$ cat src/rtl/char_buf_pkg.sv
// Shared types and sizes for the 16x16 character text buffer.
// Imported by the interface, the arbiter and the buffer controller.
package char_buf_pkg;

  localparam int XY_W   = 8;
  localparam int CHAR_W = 8;
  localparam int LINE_W = 4;
  localparam int CODE_W = 11;
  localparam int CELLS  = 256;

  typedef enum logic {
    CLEAR = 1'b0,
    IDLE  = 1'b1
  } state_t;

  // One write into the cell array: address {x, y} and stored character.
  typedef struct packed {
    logic [XY_W-1:0]   xy;
    logic [CHAR_W-1:0] data;
  } wr_t;

endpackage

$ cat src/rtl/char_buf_if.sv
// Requester, clear-control and display-read signals of the character buffer.
// master = requesters/display side, slave = the buffer controller.
interface char_buf_if;
  import char_buf_pkg::*;

  logic              a_req;
  logic [XY_W-1:0]   a_xy;
  logic [CHAR_W-1:0] a_char;
  logic              a_ready;
  logic              b_req;
  logic [XY_W-1:0]   b_xy;
  logic [CHAR_W-1:0] b_char;
  logic              b_ready;
  logic              clr_req;
  logic              clr_busy;
  logic              frame_tick;
  logic [XY_W-1:0]   rd_xy;
  logic [LINE_W-1:0] rd_line;
  logic [CODE_W-1:0] char_code;

  modport master (
    output a_req, a_xy, a_char, b_req, b_xy, b_char, clr_req, frame_tick, rd_xy, rd_line,
    input  a_ready, b_ready, clr_busy, char_code
  );

  modport slave (
    input  a_req, a_xy, a_char, b_req, b_xy, b_char, clr_req, frame_tick, rd_xy, rd_line,
    output a_ready, b_ready, clr_busy, char_code
  );

endinterface

$ cat src/rtl/char_buf_rr_arb.sv
// 2-way round-robin arbiter for the single buffer write port.
// Latency: grants are combinational; last_grant updates on accepted writes only.
// Backpressure: a loser keeps requesting and wins next, since the winner becomes last_grant.
module char_buf_rr_arb (
  input  logic clk,
  input  logic rst,
  input  logic req_a,
  input  logic req_b,
  input  logic enable,
  input  logic accept,
  output logic gnt_a,
  output logic gnt_b
);

  // 1 = A won the last accepted write, 0 = B (reset value).
  logic last_a_q;

  always_ff @(posedge clk or posedge rst) begin
    if (rst) begin
      last_a_q <= 1'b0;
    end else if (accept) begin
      last_a_q <= gnt_a;
    end
  end

  assign gnt_a = enable & req_a & (~req_b | ~last_a_q);
  assign gnt_b = enable & req_b & (~req_a |  last_a_q);

endmodule

$ cat src/rtl/char_buf_ctl.sv
// 16x16 character buffer: clear sequencer, arbitrated writes, font ROM address read.
// Latency: char_code 1 cycle after rd_xy/rd_line (read-first); clear takes 256 cycles.
// Backpressure: requesters held off (ready=0) during clear and on a clr_req cycle.
// Optional blink attribute enabled by defining CHAR_BLINK_EN.
module char_buf_ctl
  import char_buf_pkg::*;
#(
  parameter logic [CHAR_W-1:0] CLR_CHAR = 8'h20,
  parameter int                BLINK_W  = 5
) (
  input  logic        clk,
  input  logic        rst,
  char_buf_if.slave   bus
);

  state_t            state_q, state_d;
  logic [XY_W-1:0]   clr_cnt_q, clr_cnt_d;
  logic [CHAR_W-1:0] mem [CELLS];
  logic              arb_en, gnt_a, gnt_b;
  logic              wr_en;
  wr_t               wr;
  logic [CHAR_W-1:0] rd_cell;
  logic [6:0]        glyph;

  always_ff @(posedge clk or posedge rst) begin
    if (rst) begin
      state_q   <= CLEAR;
      clr_cnt_q <= '0;
    end else begin
      state_q   <= state_d;
      clr_cnt_q <= clr_cnt_d;
    end
  end

  always_comb begin
    state_d   = state_q;
    clr_cnt_d = clr_cnt_q;
    case (state_q)
      CLEAR: begin
        clr_cnt_d = clr_cnt_q + 8'd1;
        if (clr_cnt_q == 8'(CELLS - 1)) state_d = IDLE;
      end
      IDLE: begin
        if (bus.clr_req) state_d = CLEAR;
      end
      default: state_d = CLEAR;
    endcase
  end

  // A clear request steals the cycle from both requesters.
  assign arb_en = (state_q == IDLE) && !bus.clr_req;

  char_buf_rr_arb u_arb (
    .clk    (clk),
    .rst    (rst),
    .req_a  (bus.a_req),
    .req_b  (bus.b_req),
    .enable (arb_en),
    .accept (gnt_a | gnt_b),
    .gnt_a  (gnt_a),
    .gnt_b  (gnt_b)
  );

  always_comb begin
    wr_en   = 1'b0;
    wr.xy   = clr_cnt_q;
    wr.data = CLR_CHAR;
    if (state_q == CLEAR) begin
      wr_en = 1'b1;
    end else if (gnt_a) begin
      wr_en   = 1'b1;
      wr.xy   = bus.a_xy;
      wr.data = bus.a_char;
    end else if (gnt_b) begin
      wr_en   = 1'b1;
      wr.xy   = bus.b_xy;
      wr.data = bus.b_char;
    end
  end

  assign bus.a_ready  = gnt_a;
  assign bus.b_ready  = gnt_b;
  assign bus.clr_busy = (state_q == CLEAR);

  always_ff @(posedge clk) begin
    if (wr_en) mem[wr.xy] <= wr.data;
  end

  assign rd_cell = mem[bus.rd_xy];

`ifdef CHAR_BLINK_EN
  logic [BLINK_W-1:0] blink_cnt;

  always_ff @(posedge clk or posedge rst) begin
    if (rst) begin
      blink_cnt <= '0;
    end else if (bus.frame_tick) begin
      blink_cnt <= blink_cnt + 1'b1;
    end
  end

  // Blinking cells show the fill glyph during the high half of the frame cycle.
  assign glyph = (rd_cell[7] && blink_cnt[BLINK_W-1]) ? CLR_CHAR[6:0] : rd_cell[6:0];
`else
  logic unused_blink;
  localparam int unused_blink_w = BLINK_W;
  assign unused_blink = ^{bus.frame_tick, rd_cell[7]};
  assign glyph        = rd_cell[6:0];
`endif

  always_ff @(posedge clk or posedge rst) begin
    if (rst) begin
      bus.char_code <= '0;
    end else begin
      bus.char_code <= {glyph, bus.rd_line};
    end
  end

endmodule
$ cat src/flat_wrapper.sv
// flat-port wrapper written by rule: the top's interface ports become plain ports
module char_buf_ctl_flat import char_buf_pkg::*;
#(
  parameter logic [CHAR_W-1:0] CLR_CHAR = 8'h20,
  parameter int                BLINK_W  = 5
)
  (clk, rst, bus_a_req, bus_a_xy, bus_a_char, bus_b_req, bus_b_xy, bus_b_char, bus_clr_req, bus_frame_tick, bus_rd_xy, bus_rd_line, bus_a_ready, bus_b_ready, bus_clr_busy, bus_char_code);
  char_buf_if bus_i ();
  input  logic clk;
  input  logic rst;
  input wire logic [$bits(bus_i.a_req)-1:0] bus_a_req;
  input wire logic [$bits(bus_i.a_xy)-1:0] bus_a_xy;
  input wire logic [$bits(bus_i.a_char)-1:0] bus_a_char;
  input wire logic [$bits(bus_i.b_req)-1:0] bus_b_req;
  input wire logic [$bits(bus_i.b_xy)-1:0] bus_b_xy;
  input wire logic [$bits(bus_i.b_char)-1:0] bus_b_char;
  input wire logic [$bits(bus_i.clr_req)-1:0] bus_clr_req;
  input wire logic [$bits(bus_i.frame_tick)-1:0] bus_frame_tick;
  input wire logic [$bits(bus_i.rd_xy)-1:0] bus_rd_xy;
  input wire logic [$bits(bus_i.rd_line)-1:0] bus_rd_line;
  output wire logic [$bits(bus_i.a_ready)-1:0] bus_a_ready;
  output wire logic [$bits(bus_i.b_ready)-1:0] bus_b_ready;
  output wire logic [$bits(bus_i.clr_busy)-1:0] bus_clr_busy;
  output wire logic [$bits(bus_i.char_code)-1:0] bus_char_code;
  assign bus_i.a_req = bus_a_req;
  assign bus_i.a_xy = bus_a_xy;
  assign bus_i.a_char = bus_a_char;
  assign bus_i.b_req = bus_b_req;
  assign bus_i.b_xy = bus_b_xy;
  assign bus_i.b_char = bus_b_char;
  assign bus_i.clr_req = bus_clr_req;
  assign bus_i.frame_tick = bus_frame_tick;
  assign bus_i.rd_xy = bus_rd_xy;
  assign bus_i.rd_line = bus_rd_line;
  assign bus_a_ready = bus_i.a_ready;
  assign bus_b_ready = bus_i.b_ready;
  assign bus_clr_busy = bus_i.clr_busy;
  assign bus_char_code = bus_i.char_code;
  char_buf_ctl #(.CLR_CHAR(CLR_CHAR), .BLINK_W(BLINK_W)) u_core (.clk(clk), .rst(rst), .bus(bus_i));
endmodule
$ cat config.mk
export PLATFORM = sky130hd
export DESIGN_NAME = char_buf_ctl_flat
export DESIGN_NICKNAME = d
export VERILOG_FILES = /design/src/rtl/char_buf_pkg.sv /design/src/rtl/char_buf_if.sv /design/src/rtl/char_buf_rr_arb.sv /design/src/rtl/char_buf_ctl.sv /design/src/flat_wrapper.sv
export SDC_FILE = /design/constraint.sdc
export NUM_CORES = 2
export LEC_CHECK = 0
export BUFFER_PORTS_ARGS = -buffer_cell sky130_fd_sc_hd__buf_2
export CORE_MARGIN = 5
export CORE_UTILIZATION = 40
export DETAILED_ROUTE_END_ITERATION = 7
export PLACE_DENSITY = 0.61
export SETUP_SLACK_MARGIN = 0.02
export SYNTH_ARGS = -nofsm -noshare
export SYNTH_HDL_FRONTEND = slang
export SYNTH_HIERARCHICAL = 1
export SYNTH_SLANG_ARGS = --single-unit
$ cat constraint.sdc
create_clock -name clk -period 12.84 [get_ports clk]
set_input_delay 0.642 -clock clk [delete_from_list [all_inputs] [get_ports clk]]
set_output_delay 0.642 -clock clk [all_outputs]
set_load 0.01 [all_outputs]
After elaboration in Yosys (flattened, before gate mapping)

Memories as Yosys holds them, arrays and structs flattened. A register that Yosys moved wholly into a read port is not among the register bits.
Index checks and enable logic that the tools add are counted.
W data, S select, Z words.

Bits in registers: 21
Bits in latches: 0
Bits in writable memories: 2048
Bits in read-only memories: 0
Output and inout bits: 14
Word-level logic and storage cells: 31
Memories: 1

Memory list:

| name       | depth | width | rd ports | clocked after memory_dff | wr ports | line               | source |
|---|---|---|---|---|---|---|---|
| u_core.mem | 256   | 8     | 1        | 1                        | 1        | char_buf_ctl.sv:18 | `logic [CHAR_W-1:0] mem [CELLS];` |

$add $sub $neg: 1
Multipliers: 0
Div/mod/pow operators: 0
$lt $le $gt $ge: 0
Equal/unequal tests: 1
Shift operators: 0
Muxes and demuxes: 11
Bitwise logic cells: 11
Reduce and logical (&&, ||, !) cells: 2

Operator list:

| cell                  | count |
|---|---|
| $mux W16              | 3 |
| $add A8 B1 Y8 const B | 1 |
| $eq A8 B8 Y1 const B  | 1 |
| $mux W1               | 7 |
| $and A1 B1 Y1         | 4 |
| $not A1 Y1            | 4 |
| $or A1 B1 Y1          | 3 |
| $pmux W1 S2           | 1 |
| $logic_and A1 B1 Y1   | 1 |
| $logic_not A1 Y1      | 1 |

Longest topological paths before layout

Depth in word-level cells: 9
Depth in mapped cells: 14
Depth with buffers taken out: 10

Cells and area by module

Netlist, hierarchy kept.

Modules (own cells, without submodules):

| module          | times used | cells an instance | area each (µm²) | sequential area each (µm²) |
|---|---|---|---|---|
| char_buf_ctl    | 1          | 3401              | 70447.6         | 54312.1 |
| char_buf_rr_arb | 1          | 9                 | 68.8            | 25.0 |

Worst setup path before layout

Ideal clock, no wire load.

Kind: register to register
From: register u_core.state_q
To: memory u_core.mem[0][6], data pin
Arrival: 8.830 ns
Required time: 11.265 ns
Slack: 2.435 ns
Cell stages (with the launch flop): 10
Buffers on the path: 4
Period minus slack after synthesis: 10.405 ns
Cells stage by stage: dfrtp_1 clkbuf_1 inv_1 clkbuf_1 nor2_1 and3_2 clkbuf_1 clkbuf_1 nand2_1 a21oi_1

RTL lines:

| item                   | line               | source |
|---|---|---|
| start, declared        | char_buf_ctl.sv:16 | `state_t state_q, state_d;` |
| start signal, assigned | char_buf_ctl.sv:30 | `state_q <= state_d;` |
| end, declared          | char_buf_ctl.sv:18 |  |

Worst setup path after layout

From: register u_core.state_q
To: memory u_core.mem[56][2] (enable)

Cells in the longest elaborated chain, start to end: 8
Elaborated cells on any way between the ends: 13

Ends and longest elaborated chain:

| item                          | line                  | source |
|---|---|---|
| $logic_and A1 B1 Y1 *         | char_buf_ctl.sv:51    | `assign arb_en = (state_q == IDLE) && !bus.clr_req;` |
| via u_core.arb_en             | char_buf_ctl.sv:19    | `logic arb_en, gnt_a, gnt_b;` |
| $and A1 B1 Y1 (2 in a row)    | char_buf_rr_arb.sv:27 | `assign gnt_b = enable & req_b & (~req_a \| last_a_q);` |
| $mux W1                       | char_buf_ctl.sv:74    | `end else if (gnt_b) begin` |
| $mux W1                       | char_buf_ctl.sv:70    | `end else if (gnt_a) begin` |
| $mux W1                       | char_buf_ctl.sv:68    | `if (state_q == CLEAR) begin` |
| $mux W1                       | char_buf_ctl.sv:86    | `if (wr_en) mem[wr.xy] <= wr.data;` |
| $mux W1 (implied by the code) | char_buf_ctl.sv:86    |  |

The timed path passes the listed nets; every way through them passes the cells marked *.

==> metrics <==
initial antenna violation count 4; most frequent cell after synthesis edfxtp_1; Slew @ Worst Pin 1.524 ns; Worst Path Required 13.26 ns; Clock transition at path regs 0.06 ns; CTS tree built; nets@finish 3550; Startpoint Class flip-flop; Root Driver clkbuf_16; Seq cells post-synth 1813; worst hold path depth 2; Mapped Cells 3410; Worst R2R End u_core/mem[56][2]; num ports 64; layout cell share with drive strength beyond 1 21.18%; Fin. Hold Viols 0; Synth top area share 76.31%; sequential area share after synthesis 77.06%; hold path endpoint u_core/u_arb/last_a_q; Die Width 429.9 um; area growth from synthesis to layout 11.60%; DRT iter0 DRCs 3390; Max Fclk 0.1550 GHz; critical path capture point type flip-flop; Routed Antenna Nets 0; total grt overflow 0; Setup Buffers After CTS 0; CTS Buffer Depth 3; post-synth net total 3461; htree depth 4; row count 154; Worst-Skew Late Latency 0.81 ns; critical path peak fanout 20; Placeable Area 0.1757 mm2; # setup viols final 0; FFs w/ async S/R, synth 1.158%; first-pass GRT wire length 240500 um; Overall Global Routing Usage 17.71%; Post-synth EDFFs 1792; total of max-cap violations 0; clk sink count 1813; vias in the first global route 34610; hold_sp bus_a_req; leakage power 26.70 nW; starting density of the core 40.13%; Final Cycle Share 50.25%; # port buffers 60; WL final 165800 um; r2r worst-path depth 11; die outline height 429.9 um; crit path DAT 6.88 ns; pins over their slew limit 28; RSZ-0062 raised after global routing no; Synth warnings 13; Clock Skew 0.02956 ns; FF-to-FF setup slack 6.39 ns; Mean Syn Cell Area 20.68 um2; largest net degree at the start of global routing 250; Num CTS Buffers 178; status finished, violations left; most common library cells after synthesis edfxtp_1 (1792), mux4_2 (383), nor2_1 (307); Peak VDD IR 0.0001376 V; Die ar. 0.1848 mm2; FF-to-FF Start u_core/state_q; Post-DP HPWL 93900 um; TNS Setup 0 ns; P per Cell Area 156.9 mW/mm2; cell area after synthesis 0.07052 mm2; Setup Crit Path Kind flip-flop to flip-flop; top cells by area, synth edfxtp_1 (76%), mux4_2 (12%), mux2i_1 (1.8%); WL/cell 27.70 um; Synth area leader edfxtp_1; fin crit period 6.452 ns; drc violations 0; worst min path class input port to flip-flop; fin area 0.07869 mm2; Unique masters post-synth 54; Slew HR -1.632%; Resized cells post-CTS 0; GPL Wtd Cong 0.7862; Top FF cell, synth edfxtp_1; DP Area 0.07312 mm2; failing checks max-slew violations; total number of vias 34068; routed vias/inst 5.689; TritonRoute pass-1 iters 7
==> layout by cell type (no fill, tap or decap), drive strengths merged, types with 21 or more instances in the layout <==
| master | count |
|---|---|
| nor4 | 26 |
| buf | 103 |
| mux4 | 386 |
| nand2 | 50 |
| mux2i | 130 |
| clkbuf | 245 |
| o21ai | 29 |
| nor3 | 25 |
| nor2 | 307 |
| clkinv | 65 |
| dfrtp | 21 |
| o22ai | 59 |
| a22oi | 132 |
| edfxtp | 1792 |
| a22o | 27 |
| a21oi | 58 |
==> what timing repair did <==
item	4_1_cts	5_1_grt
setup endpoints to repair	0	0
hold buffers	5	0
endpoints found under the hold margin	25	0
==> worst max-delay path, cell delays in order (launching register included) <==
cell	delay, ns
dfrtp_1	0.80
inv_1	0.55
nor2_1	0.45
nand2_1	0.10
a21oi_1	0.12
buf_4	0.16
nor2b_1	0.73
a221oi_1	0.21
a21oi_1	0.26
nor2b_1	0.97
nand2_1	0.83
nor2_1	0.85
==> report_power, final <==
part	switching (mW)	total, mW	internal [mW]
logic	0.612	0.827	0.214
clock network	2.16	4.97	2.81
registers	0.0378	6.55	6.51
==> state kept, by name (all words and copies together) (netlist names) <==
register and count:
u_core/bus.char_code 11, u_core/mem 1792, u_core/state_q 1, u_core/u_arb/last_a_q 1
u_core/clr_cnt_q 8
==> metrics by stage <==
stage | worst slack, ns | util [%] | hold slack (ns) | total power [mW] | instances
finish | 6.388 | 44.78 | 0.1418 | 12.35 | 5988
floorplan | 2.435 | - | 0.3707 | 7.130 | 3410
global route | 6.163 | 44.78 | 0.1117 | 12.74 | 5987
CTS | 6.517 | 44.78 | 0.08271 | 12.45 | 5985
detailed placement | 6.519 | 41.61 | 0.4882 | 7.497 | 5654
global placement | 6.606 | 41.61 | 0.4824 | 7.488 | 5654
==> how the worst max path moves through the flow <==
| stage | from | endpoint | cells after the start |
|---|---|---|---|
| final | u_core/state_q | u_core/mem[56][2] | 11 |
| after global routing | u_core/state_q | u_core/mem[56][2] | 11 |
| after CTS | u_core/state_q | u_core/mem[62][2] | 11 |
| after detailed placement | u_core/state_q | u_core/mem[62][4] | 11 |
| after global placement | u_core/state_q | u_core/mem[189][3] | 11 |
| after floorplan | u_core/state_q | u_core/mem[0][6] | 9 |
==> layout make-up <==
cell class,count,area [um2]
repair buffers,108,810.8
well taps,2340,2928
diodes,3,7.507
clock inverters,81,655.6
inverters,8,30.03
flip-flops and latches,1813,54340
fillers,14913,97040
multi-input cells,1390,15060
clock buffers,245,4865
==> metal layers <==
layer / GRT usage, % / vias to the layer above / share of wire [%]
met2: 28.18 / 1281 / 48
met5: 0 / - / 0
met4: 5.154 / 0 / 2.7
met1: 24.59 / 18145 / 41
li1: - / 14396 / -
met3: 4.138 / 246 / 8.0
==> logic make-up after synthesis <==
group	share of synthesized area, %
AOI/OAI and AO/OA	3.534
xor gates and xnor gates	0.08694
adders and majority gates	0.01774
buffers and inverters	1.757
DFF	77.06
muxes	14.51
and+or+nand+nor	3.039
Power figures use the tool's default switching activity.
